`config.mk`:
```
export PLATFORM = sky130hd
export DESIGN_NAME = arb_lock_m2s
export DESIGN_NICKNAME = d
export VERILOG_FILES = /design/src/rtl/axi_ic_pkg.sv /design/src/rtl/arb_rr_pick.sv /design/src/rtl/arb_lock_m2s.sv
export SDC_FILE = /design/constraint.sdc
export NUM_CORES = 1
export LEC_CHECK = 0
export CAP_MARGIN = 20
export CORE_UTILIZATION = 35
export DETAILED_ROUTE_END_ITERATION = 8
export HOLD_SLACK_MARGIN = 0.15
export SYNTH_ARGS = -nofsm -noshare
export SYNTH_HDL_FRONTEND = slang
export SYNTH_SLANG_ARGS = --single-unit
```
`constraint.sdc`:
```
create_clock -name clk -period 2.33 [get_ports clk]
set_clock_uncertainty 0.05 [all_clocks]
set_input_delay 0.3495 -clock clk [delete_from_list [all_inputs] [get_ports clk]]
set_output_delay 0.3495 -clock clk [all_outputs]
set_load 0.02 [all_outputs]
```
`src/rtl/axi_ic_pkg.sv`:
```
// rtl/axi_ic_pkg.sv - shared arbitration constants, FSM encoding and helpers
package axi_ic_pkg;

    localparam logic ARB_RR    = 1'b0;
    localparam logic ARB_FIXED = 1'b1;

    typedef enum logic {
        ST_IDLE = 1'b0,
        ST_LOCK = 1'b1
    } arb_state_e;

    // Index width for n items; never narrower than one bit.
    function automatic int clog2(input int n);
        int r;
        r = 0;
        while ((1 << r) < n) r++;
        return (r == 0) ? 1 : r;
    endfunction

    // Binary index of a one-hot vector (0 for an all-zero vector).
    function automatic int onehot2bin(input logic [31:0] oh);
        int idx;
        idx = 0;
        for (int i = 0; i < 32; i++) begin
            if (oh[i]) idx = idx | i;
        end
        return idx;
    endfunction

endpackage

```
`src/rtl/arb_rr_pick.sv`:
```
// rtl/arb_rr_pick.sv - combinational round-robin / fixed-priority winner pick
// Ports:
//   req      per-master request
//   ptr      last winner index; round-robin search starts at ptr+1
//   mode     ARB_RR or ARB_FIXED
//   win      one-hot winner (zero when req is zero)
//   win_idx  binary winner index (zero when req is zero)
module arb_rr_pick
    import axi_ic_pkg::*;
#(
    parameter int NUM_M = 3,
    parameter int IDX_W = clog2(NUM_M)
) (
    input  logic [NUM_M-1:0] req,
    input  logic [IDX_W-1:0] ptr,
    input  logic             mode,
    output logic [NUM_M-1:0] win,
    output logic [IDX_W-1:0] win_idx
);

    logic [NUM_M-1:0]   mask;
    logic [2*NUM_M-1:0] dbl;
    logic               found;
    int                 pos;

    always_comb begin
        // Lower copy keeps only requests above ptr; the upper unmasked copy
        // provides the wrap-around. Fixed mode opens the mask fully so the
        // lowest request index wins.
        mask = '0;
        for (int i = 0; i < NUM_M; i++) begin
            mask[i] = (mode == ARB_FIXED) || (i > int'(ptr));
        end
        dbl = {req, req & mask};

        found = 1'b0;
        pos   = 0;
        for (int i = 0; i < 2 * NUM_M; i++) begin
            if (!found && dbl[i]) begin
                found = 1'b1;
                pos   = i;
            end
        end

        win     = '0;
        win_idx = '0;
        if (found) begin
            if (pos >= NUM_M) pos = pos - NUM_M;
            win     = NUM_M'(1) << pos;
            win_idx = IDX_W'(pos);
        end
    end

endmodule

```
`src/rtl/arb_lock_m2s.sv`:
```
// rtl/arb_lock_m2s.sv - N-master arbiter with grant locked until done
// Ports:
//   clk, rst_n    clock, synchronous active-low reset
//   arbiter_type  ARB_RR / ARB_FIXED, sampled only on arbitration cycles
//   req           per-master level request
//   done          pulse closing the granted transaction
//   grant         registered one-hot grant
//   grant_vld     registered |grant
//   grant_idx     registered binary index of grant (0 when idle)
module arb_lock_m2s
    import axi_ic_pkg::*;
#(
    parameter int NUM_M = 3,
    parameter int IDX_W = clog2(NUM_M)
) (
    input  logic             clk,
    input  logic             rst_n,
    input  logic             arbiter_type,
    input  logic [NUM_M-1:0] req,
    input  logic             done,
    output logic [NUM_M-1:0] grant,
    output logic             grant_vld,
    output logic [IDX_W-1:0] grant_idx
);

    arb_state_e       state, state_n;
    logic [IDX_W-1:0] rr_ptr, rr_ptr_n;
    logic [NUM_M-1:0] grant_n;
    logic [NUM_M-1:0] win;
    logic [IDX_W-1:0] win_idx;

    arb_rr_pick #(
        .NUM_M (NUM_M),
        .IDX_W (IDX_W)
    ) u_pick (
        .req     (req),
        .ptr     (rr_ptr),
        .mode    (arbiter_type),
        .win     (win),
        .win_idx (win_idx)
    );

    always_comb begin
        state_n  = state;
        rr_ptr_n = rr_ptr;
        grant_n  = grant;
        case (state)
            ST_IDLE: begin
                grant_n = '0;
                if (|req) begin
                    grant_n  = win;
                    rr_ptr_n = win_idx;
                    state_n  = ST_LOCK;
                end
            end
            ST_LOCK: begin
                // Re-arbitrate on the done cycle itself so back-to-back
                // transactions see no idle bubble.
                if (done) begin
                    if (|req) begin
                        grant_n  = win;
                        rr_ptr_n = win_idx;
                    end else begin
                        grant_n = '0;
                        state_n = ST_IDLE;
                    end
                end
            end
            default: begin
                grant_n = '0;
                state_n = ST_IDLE;
            end
        endcase
    end

    always_ff @(posedge clk) begin
        if (!rst_n) begin
            state     <= ST_IDLE;
            rr_ptr    <= IDX_W'(NUM_M - 1);
            grant     <= '0;
            grant_vld <= 1'b0;
            grant_idx <= '0;
        end else begin
            state     <= state_n;
            rr_ptr    <= rr_ptr_n;
            grant     <= grant_n;
            grant_vld <= |grant_n;
            grant_idx <= IDX_W'(onehot2bin(32'(grant_n)));
        end
    end

endmodule

```
Yosys cells after proc, flatten, opt, wreduce, memory -nomap -nowiden
Index checks and enable logic that the tools add are counted.
W data, S select, Z words.

storage, ports and cells
  input port bits = 7
  flip-flop bits (word level) = 9
  output and inout bits = 6
  logic and storage cells = 53

cells by class
  bitwise logic cells = 2
  equality and inequality tests = 1
  $lt $le $gt $ge = 3
  mux-type cells = 26
  shift operators = 1
  reduce and logical (&&, ||, !) cells = 14
  add/subtract/negate cells = 1

operators by type and width
  kind                     number
  $mux W32                 6
  $ge A32 B3 Y1 const B    1
  $shl A1 B32 Y3 const A   1
  $sub A32 B3 Y32 const B  1
  $mux W1                  10
  $mux W3                  3
  $mux W2                  4
  $pmux W3 S2              1
  $reduce_or A3 Y1         2
  $logic_and A1 B1 Y1      5
  $logic_not A1 Y1         5
  $pmux W2 S2              1
  $and A3 B3 Y3            1
  $gt A1 B2 Y1 const A     1
  $gt A2 B2 Y1 const A     1
  $logic_or A1 B1 Y1       2
  $ne A2 B2 Y1 const B     1
  $pmux W1 S2              1
  $not A1 Y1               1

Logic depth before layout (Yosys ltp)
Gate-level depths: netlist of run 1.

  depth after elaboration = 29
  gate-level depth with buffers = 10

By module
A second synthesis of run 1 with hierarchy kept.

second synthesis, totals
  cells, all modules = 68
  area, all modules = 604.3 sq um

by module, submodules not included
  module        area each (sq um)  instances  cells each
  arb_lock_m2s  321.6              1          30
  arb_rr_pick   282.8              1          38

Worst setup path after synthesis of run 1
No wires, ideal clock.

  path kind = register to register
  start = register rr_ptr[1]
  end = register grant[0]
  slack = 0.174 ns
  arrival time = 2.047 ns
  clock period less this slack = 2.156 ns
  cell stages (with the launch flop) = 10
  required time = 2.221 ns
  buffers on the path = 0
  library setup time = 0.059 ns
  cells stage by stage = dfxtp_1 -> nor2_1 -> a22oi_1 -> o211a_1 -> inv_1 -> ha_1 -> or4_1 -> o21a_1 -> o21ai_1 -> and2_1

between the ends
  word-level cells in the longest chain between the ends = 25
  elaborated cells on any way between the ends = 33
  classes of those cells = 1 x add/sub; 3 x order compare; 1 x shift; 16 x mux; 1 x bitwise; 11 x reduce/logical

RTL lines
  element                                                  RTL line                                text
  start, declared                                          arb_lock_m2s.sv:27                      logic [IDX_W-1:0] rr_ptr, rr_ptr_n;
  start signal, assigned                                   arb_lock_m2s.sv:79                      rr_ptr <= IDX_W'(NUM_M - 1);
  start signal, assigned                                   arb_lock_m2s.sv:85                      rr_ptr <= rr_ptr_n;
  $gt A1 B2 Y1                                             arb_rr_pick.sv:32                       mask[i] = (mode == ARB_FIXED) || (i > int'(ptr));
  $logic_or A1 B1 Y1                                       arb_rr_pick.sv:32
  $and A3 B3 Y3 *                                          arb_rr_pick.sv:34                       dbl = {req, req & mask};
  $logic_and A1 B1 Y1                                      arb_rr_pick.sv:39                       if (!found && dbl[i]) begin
  $mux W1                                                  arb_rr_pick.sv:39
  $logic_not A1 Y1                                         arb_rr_pick.sv:39
  $logic_and A1 B1 Y1                                      arb_rr_pick.sv:39
  $mux W1                                                  arb_rr_pick.sv:39
  (+9 left out)                                            -
  $sub A32 B3 Y32 / $ge A32 B3 Y1 (equally long branches)  arb_rr_pick.sv:48                       if (pos >= NUM_M) pos = pos - NUM_M;
  $mux W32                                                 arb_rr_pick.sv:48
  $mux W32                                                 arb_rr_pick.sv:47                       if (found) begin
  $shl A1 B32 Y3                                           arb_rr_pick.sv:49                       win = NUM_M'(1) << pos;
  $mux W3 *                                                arb_rr_pick.sv:47
  $mux W3 *                                                arb_lock_m2s.sv:50, arb_lock_m2s.sv:60
  $mux W3                                                  arb_lock_m2s.sv:59                      if (done) begin
  $pmux W3 S2 *                                            arb_lock_m2s.sv:47                      case (state)
  end signal, assigned                                     arb_lock_m2s.sv:86                      grant <= grant_n;
  end, declared                                            arb_lock_m2s.sv:21                      output logic [NUM_M-1:0] grant,

Every way passes the cells marked *; elsewhere a longest branch is shown, timed or not. The select of a mux whose other input is x is not followed.
A chain may end at the register's enable or synchronous reset.

Worst setup path after layout of run 1
  start = input port req[1]
  end = register grant_vld

between the ends
  word-level cells in the longest chain between the ends = 24
  elaborated cells on any way between the ends = 31
  classes of those cells = 1 x add/sub; 1 x order compare; 1 x shift; 16 x mux; 1 x bitwise; 11 x reduce/logical

RTL lines
  element               RTL line                                text
  start, declared       arb_lock_m2s.sv:19                      input logic [NUM_M-1:0] req,
  $and A3 B3 Y3         arb_rr_pick.sv:34
  $logic_and A1 B1 Y1   arb_rr_pick.sv:39
  $mux W1               arb_rr_pick.sv:39
  $logic_not A1 Y1      arb_rr_pick.sv:39
  $logic_and A1 B1 Y1   arb_rr_pick.sv:39
  $mux W1               arb_rr_pick.sv:39
  $logic_not A1 Y1      arb_rr_pick.sv:39
  $logic_and A1 B1 Y1   arb_rr_pick.sv:39
  (+8 left out)         -
  $mux W32              arb_rr_pick.sv:48
  $mux W32              arb_rr_pick.sv:47
  $shl A1 B32 Y3        arb_rr_pick.sv:49
  $mux W3               arb_rr_pick.sv:47
  $mux W3 *             arb_lock_m2s.sv:50, arb_lock_m2s.sv:60
  $mux W3               arb_lock_m2s.sv:59
  $pmux W3 S2 *         arb_lock_m2s.sv:47
  $reduce_or A3 Y1 *    arb_lock_m2s.sv:87                      grant_vld <= |grant_n;
  end signal, assigned  arb_lock_m2s.sv:87
  end, declared         arb_lock_m2s.sv:22                      output logic grant_vld,

Marked as above.

==> metrics.cfg, run 1 <==
[synth]
synth_top_area_cell = dfxtp_1
yosys_warnings = 0
syn_avg_cell_area_um2 = 8.00
synth_cell_types = 35
synth.top_cell.area_share = 0.257
syn-num-nets = 76
synth.area.top_cells = dfxtp_1, nor2b_1, a22oi_1, o31ai_4, mux2i_1
syn-cell-area_um2 = 544
synth_cells = 68
ys_ff_latch = 7
ys_seq_area_frac = 0.257

[drt]
via_count = 612
drt_iter0_drc = 24
first_pass_iters = 5
post_drt_wl_per_cell_um = 12.9
vias_per_cell = 5.46
route.detailed.drc = 0
detail-route-antenna-nets = 0
drt_wl_total_um = 1450

[place]
placed_cell_area_um2 = 785
dp_hpwl_um = 1110
place.gp.congestion = 0.805
placedCellCount = 108
io_buffers = 12

[finish]
final_common_cell = buf_4
syn_to_final_growth_pct = 53.3
layout.cells.non_filler = 112
nFillCells = 132
drive_gt1_frac = 0.340
design_area_um2 = 835
n_antenna_cell = 0
fin_nets = 106
mostFrequentLayoutCells = buf_4, clkdlybuf4s50_1, dfxtp_1

[power_and_ir_drop]
power.share.clock = 0.242
leakage_nw = 0.371
power.internal_mw = 0.303
netSwitchingPower_mw = 0.151
swShare = 0.332
totalPowerFinal_mw = 0.453
comb_power_share = 0.437
p_per_area_mw_per_mm2 = 543
ir_drop_uv = 430
seqPwrFrac = 0.320

[sta]
hold_slack_ns = 0.483
finalSetupViolCount = 0
fmaxAchievable_ghz = 0.448
finalHoldViolations = 0
tightest_slew_ns = 0.337
maxSlewHeadroom = 0.773
fin_crit_ns = 2.23
setup_tns_ns = 0
rsz0062_at_grt = false
fin_crit_sh = 0.957
slew_violations = 0

[min_path]
min_path_cells = 2
hold_path_class = register to register
min_from = rr_ptr[0]$_SDFFE_PN0P_
whs_endpoint = rr_ptr[0]$_SDFFE_PN0P_

[clocking]
cts-root-buf = clkbuf_4
clock_latency_ns = 0.24
ctsLongestPathBuffers = 2
cts_tree = yes
cts_buffers = 3
post_cts_buffers = 0
holdBufCountCts = 0
cts-htree-levels = 1
clkSinkCount = 7
path_clk_slew_ns = 0.06

[critical_path]
critical_path.cell_chain = dlygate4sd2_1 > or2b_1 > a21o_1 > o211a_1 > inv_2 > ha_2 > nor4b_2 > mux2i_1 > o21a_1 > o31ai_4 > a211o_1
path_max_fanout = 4
crit_path_start_kind = primary input
r2r_slack_ns = 0.15
worst_path_max_delay_cell = ha_2
slowest_delay_ns = 0.29
arrival_ns = 2.38
rr_worst_depth = 9
critical_path.top_delay_family = compound AO/OA/AOI/OAI gates
path_class = primary input to register
r2r-start = rr_ptr[0]$_SDFFE_PN0P_
worst_r2r_endpoint = grant_vld$_SDFF_PN0_
cp_data_required_time_ns = 2.48
worst-path-buf-inv = 2
end_kind = register

[die]
start_util = 0.398
die_h_um = 41.4
ioPinCount = 13
core_mm2 = 0.00137
die_area_mm2 = 0.00172
rows = 13
die_w_um = 41.4

[global_routing]
grt_start_max_net_pins = 9
antenna_found_initial = 0
grt_pass1_wl_um = 2380
grt_overflow = 0
grt_usage = 0.178
first_global_vias = 556

[outcome]
status = complete, no violations

[run]
cap_violations = 0

-- routing by layer --
| metal | vias to the layer above | share of wire | track usage |
|---|---|---|---|
| li1 | 312 | - | - |
| met1 | 284 | 0.47 | 0.243 |
| met2 | 16 | 0.48 | 0.275 |
| met3 | 0 | 0.053 | 0.0696 |
| met4 | 0 | 0 | 0.0129 |
| met5 | - | 0 | 0 |
-- area by class of cell --
cell class,instances,area [µm²],area share
clock buffers,4,26.3,0.0315
well taps,15,18.8,0.0225
multi-input cells,54,402,0.481
inverters,4,15.0,0.0180
repair buffers,28,231,0.277
flip-flops and latches,7,141,0.169
-- how the worst max path moves through the flow --
stage                                      start              endpoint  cells past startpoint
after CTS                 rr_ptr[1]$_SDFFE_PN1P_  grant_vld$_SDFF_PN0_                      9
after global placement                    req[2]   grant[0]$_SDFF_PN0_                     10
after global routing                arbiter_type  grant_vld$_SDFF_PN0_                     10
after detailed placement                  req[2]  grant_vld$_SDFF_PN0_                     11
after floorplan           rr_ptr[1]$_SDFFE_PN1P_   grant[0]$_SDFF_PN0_                      9
final                                     req[1]  grant_vld$_SDFF_PN0_                     11
-- cell families after synthesis --
group / Yosys count / synth area share
AOI/OAI and AO/OA: 22 / 0.320
xor gates and xnor gates: 1 / 0.0161
DFF: 7 / 0.257
and+or+nand+nor: 27 / 0.264
muxes: 3 / 0.0575
adders and majority gates: 1 / 0.0230
buffers and inverters: 7 / 0.0620
-- cell usage after synthesis, drive strengths merged --
master / count
clkbuf: 1
o21a: 2
nand3: 2
or4: 1
a31o: 1
o21ai: 5
and2: 1
nor4b: 1
nor2b: 5
nor4: 1
ha: 1
a21oi: 1
mux2i: 2
a31oi: 1
nand2: 5
buf: 2
xor2: 1
nor3: 2
a32oi: 1
o211a: 1
o311ai: 1
inv: 4
nor2: 6
nand2b: 2
or2b: 1
dfxtp: 7
o31ai: 2
o221a: 1
a211o: 1
a21o: 2
mux2: 1
a22oi: 3
-- flip-flops by register name, indices dropped and copies added (netlist names) --
signal and count:
grant 3, grant_vld 1, state 1, rr_ptr 2
-- per-stage QoR --
stage               setup WS [ns]   util
finish                      0.100  0.611
global route             0.000198  0.611
CTS                        0.0862  0.609
detailed placement         -0.475  0.574
global placement           -0.414  0.574
floorplan                   0.174      -
-- repair_timing --
item	CTS	global route
setup endpoints to repair	6	5
pin swaps	3	1
gates cloned	0	0
resized for setup	9	5
-- power groups by stage --
stage          clock (mW)  combinational [mW]  sequential, mW
6_report            0.110               0.198           0.145
5_1_grt             0.117               0.215           0.146
4_1_cts             0.112               0.195           0.145
3_5_place_dp            0               0.186           0.147
3_3_place_gp            0               0.184           0.145
2_1_floorplan           0              0.0938           0.156
-- worst reg2reg max path: stages (launching register included) --
cell and delay (ns):
dfxtp_1 0.38, nor2_1 0.08, a22oi_2 0.11, o211a_1 0.18, inv_2 0.06, ha_2 0.20
or4_1 0.52, o21a_1 0.24, o31ai_4 0.18, a211o_1 0.13
Power figures use the tool's default switching activity.
==> run 2, diff against run 1 <==
--- a/config.mk
+++ b/config.mk
@@ -7,6 +7,7 @@
 export LEC_CHECK = 0
 export CAP_MARGIN = 20
 export CORE_UTILIZATION = 35
+export CTS_BUF_LIST = sky130_fd_sc_hd__clkbuf_8
 export DETAILED_ROUTE_END_ITERATION = 8
 export HOLD_SLACK_MARGIN = 0.15
 export SYNTH_ARGS = -nofsm -noshare
==> metrics.cfg, run 2 (synthesis gave the netlist of run 1 again) <==
[power_and_ir_drop]
p_per_area_mw_per_mm2 = 595  ; +9.6%
power.share.clock = 0.316  ; +0.074
seqPwrFrac = 0.279  ; -0.041
comb_power_share = 0.404  ; -0.033
leakage_nw = 0.386  ; +4.2%
power.internal_mw = 0.358  ; +18%
netSwitchingPower_mw = 0.164  ; +8.6%
swShare = 0.314  ; -0.0185
ir_drop_uv = 495  ; +15%

[critical_path]
arrival_ns = 2.28  ; -0.10 ns
end_kind = register
cp_data_required_time_ns = 2.39  ; -0.09 ns
crit_path_start_kind = primary input
path_class = primary input to register
r2r_slack_ns = 0.18  ; +0.03 ns
path_max_fanout = 5  ; +1

[clocking]
clkSinkCount = 7  ; unchanged
clock_latency_ns = 0.22  ; -0.02 ns
post_cts_buffers = 0  ; unchanged
cts-htree-levels = 1  ; unchanged
path_clk_slew_ns = 0.04  ; -0.02 ns
ctsLongestPathBuffers = 2  ; unchanged
cts_buffers = 3  ; unchanged
cts-root-buf = clkbuf_8
cts_tree = yes

[drt]
detail-route-antenna-nets = 0  ; unchanged
vias_per_cell = 5.47  ; +0.16%
post_drt_wl_per_cell_um = 13.5  ; +4.6%
drt_wl_total_um = 1510  ; +4.6%
via_count = 613  ; +0.16%
first_pass_iters = 4  ; -1
drt_iter0_drc = 16  ; -33%
route.detailed.drc = 0  ; unchanged

[finish]
largest_reg_flops = 3  ; unchanged
mostFrequentLayoutCells = buf_4, clkdlybuf4s50_1, dfxtp_1, nor2b_1, nand2_1
final_common_cell = buf_4
n_antenna_cell = 0  ; unchanged
syn_to_final_growth_pct = 60.9
top_regs = grant (3), rr_ptr (2)
fin_nets = 106  ; unchanged
top_register = grant
drive_gt1_frac = 0.371  ; +0.0309

[sta]
rsz0062_at_grt = false
fmaxAchievable_ghz = 0.450  ; +0.40%
setup_tns_ns = 0  ; unchanged
finalSetupViolCount = 0  ; unchanged
fin_crit_ns = 2.22  ; -0.00888 ns
slew_violations = 0  ; unchanged
maxSlewHeadroom = 0.777  ; +0.00435
fin_crit_sh = 0.953  ; -0.00381
hold_slack_ns = 0.476  ; -0.00751 ns
tightest_slew_ns = 0.330  ; -0.00646 ns
finalHoldViolations = 0  ; unchanged

[global_routing]
grt_start_max_net_pins = 9  ; unchanged
grt_overflow = 0  ; unchanged
first_global_vias = 545  ; -2.0%
grt_usage = 0.175  ; -0.00271
antenna_found_initial = 0  ; unchanged
grt_pass1_wl_um = 2350  ; -1.2%

[die]
die_h_um = 41.4  ; unchanged
start_util = 0.398  ; unchanged
core_mm2 = 0.00137  ; unchanged
die_w_um = 41.4  ; unchanged
rows = 13  ; unchanged
ioPinCount = 13  ; unchanged
die_area_mm2 = 0.00172  ; unchanged

[min_path]
hold_path_class = register to register

[run]
cap_violations = 0  ; unchanged

[outcome]
status = complete, no violations

[place]
io_buffers = 12  ; unchanged
dp_hpwl_um = 1110  ; unchanged
place.gp.congestion = 0.805  ; unchanged

==> run 2: power groups by stage <==
stage	clock network (mW)	logic, mW	registers, mW
after global placement	0	0.184	0.145
after detailed placement	0	0.186	0.147
after global routing	0.176	0.227	0.147
after floorplan	0	0.0938	0.156
after CTS	0.168	0.195	0.145
final	0.165	0.211	0.146
==> run 2: what timing repair did <==
action / in CTS / in global routing
pin swaps: 3 / 4
endpoints found under the hold margin: 0 / 0
setup endpoints to repair: 6 / 5
hold buffers: 0 / 0
gates cloned: 0 / 0
gates resized for setup: 9 / 9
==> run 2: final cells by class <==
cell class              count  area [µm²]
clock inverters             1        3.75
clock buffers               3        41.3
inverters                   4        15.0
fillers                   127         490
well taps                  15        18.8
flip-flops and latches      7         141
multi-input cells          54         424
repair buffers             28         231
==> run 2: worst paths after layout <==
check,from,endpoint,cells after the start
setup / recovery,req[1],grant_vld$_SDFF_PN0_,11
hold / removal,grant[2]$_SDFF_PN0_,grant[2]$_SDFF_PN0_,2
setup reg to reg,rr_ptr[0]$_SDFFE_PN0P_,grant_vld$_SDFF_PN0_,9
hold reg to reg,grant[2]$_SDFF_PN0_,grant[2]$_SDFF_PN0_,2
==> run 2: per-stage QoR <==
stage | util | setup WS [ns] | total power, mW | instance area [µm²] | cells
final | 0.641 | 0.109 | 0.521 | 876 | 112
after global routing | 0.641 | 0.00765 | 0.550 | 876 | 112
after CTS | 0.623 | 0.0625 | 0.508 | 851 | 112
after detailed placement | 0.574 | -0.475 | 0.333 | 785 | 108
after global placement | 0.574 | -0.414 | 0.329 | 785 | 108
after floorplan | - | 0.174 | 0.250 | 544 | 68
==> run 2: critical path, cell delays in order <==
cell,delay (ns)
dlygate4sd2_1,0.27
or2b_1,0.22
a21o_1,0.17
o211a_1,0.14
inv_2,0.10
ha_4,0.16
buf_4,0.12
nor2_2,0.06
a32oi_2,0.28
o31ai_2,0.12
a211o_1,0.27
==> run 2: per-layer routing <==
metal | vias to the layer above | track usage | wire length [µm] | part of all wire
met1 | 288 | 0.243 | 718 | 0.48
met5 | - | 0 | 0 | 0
met2 | 14 | 0.266 | 748 | 0.50
li1 | 311 | - | - | -
met3 | 0 | 0.0565 | 44 | 0.029
met4 | 0 | 0.0323 | 0 | 0
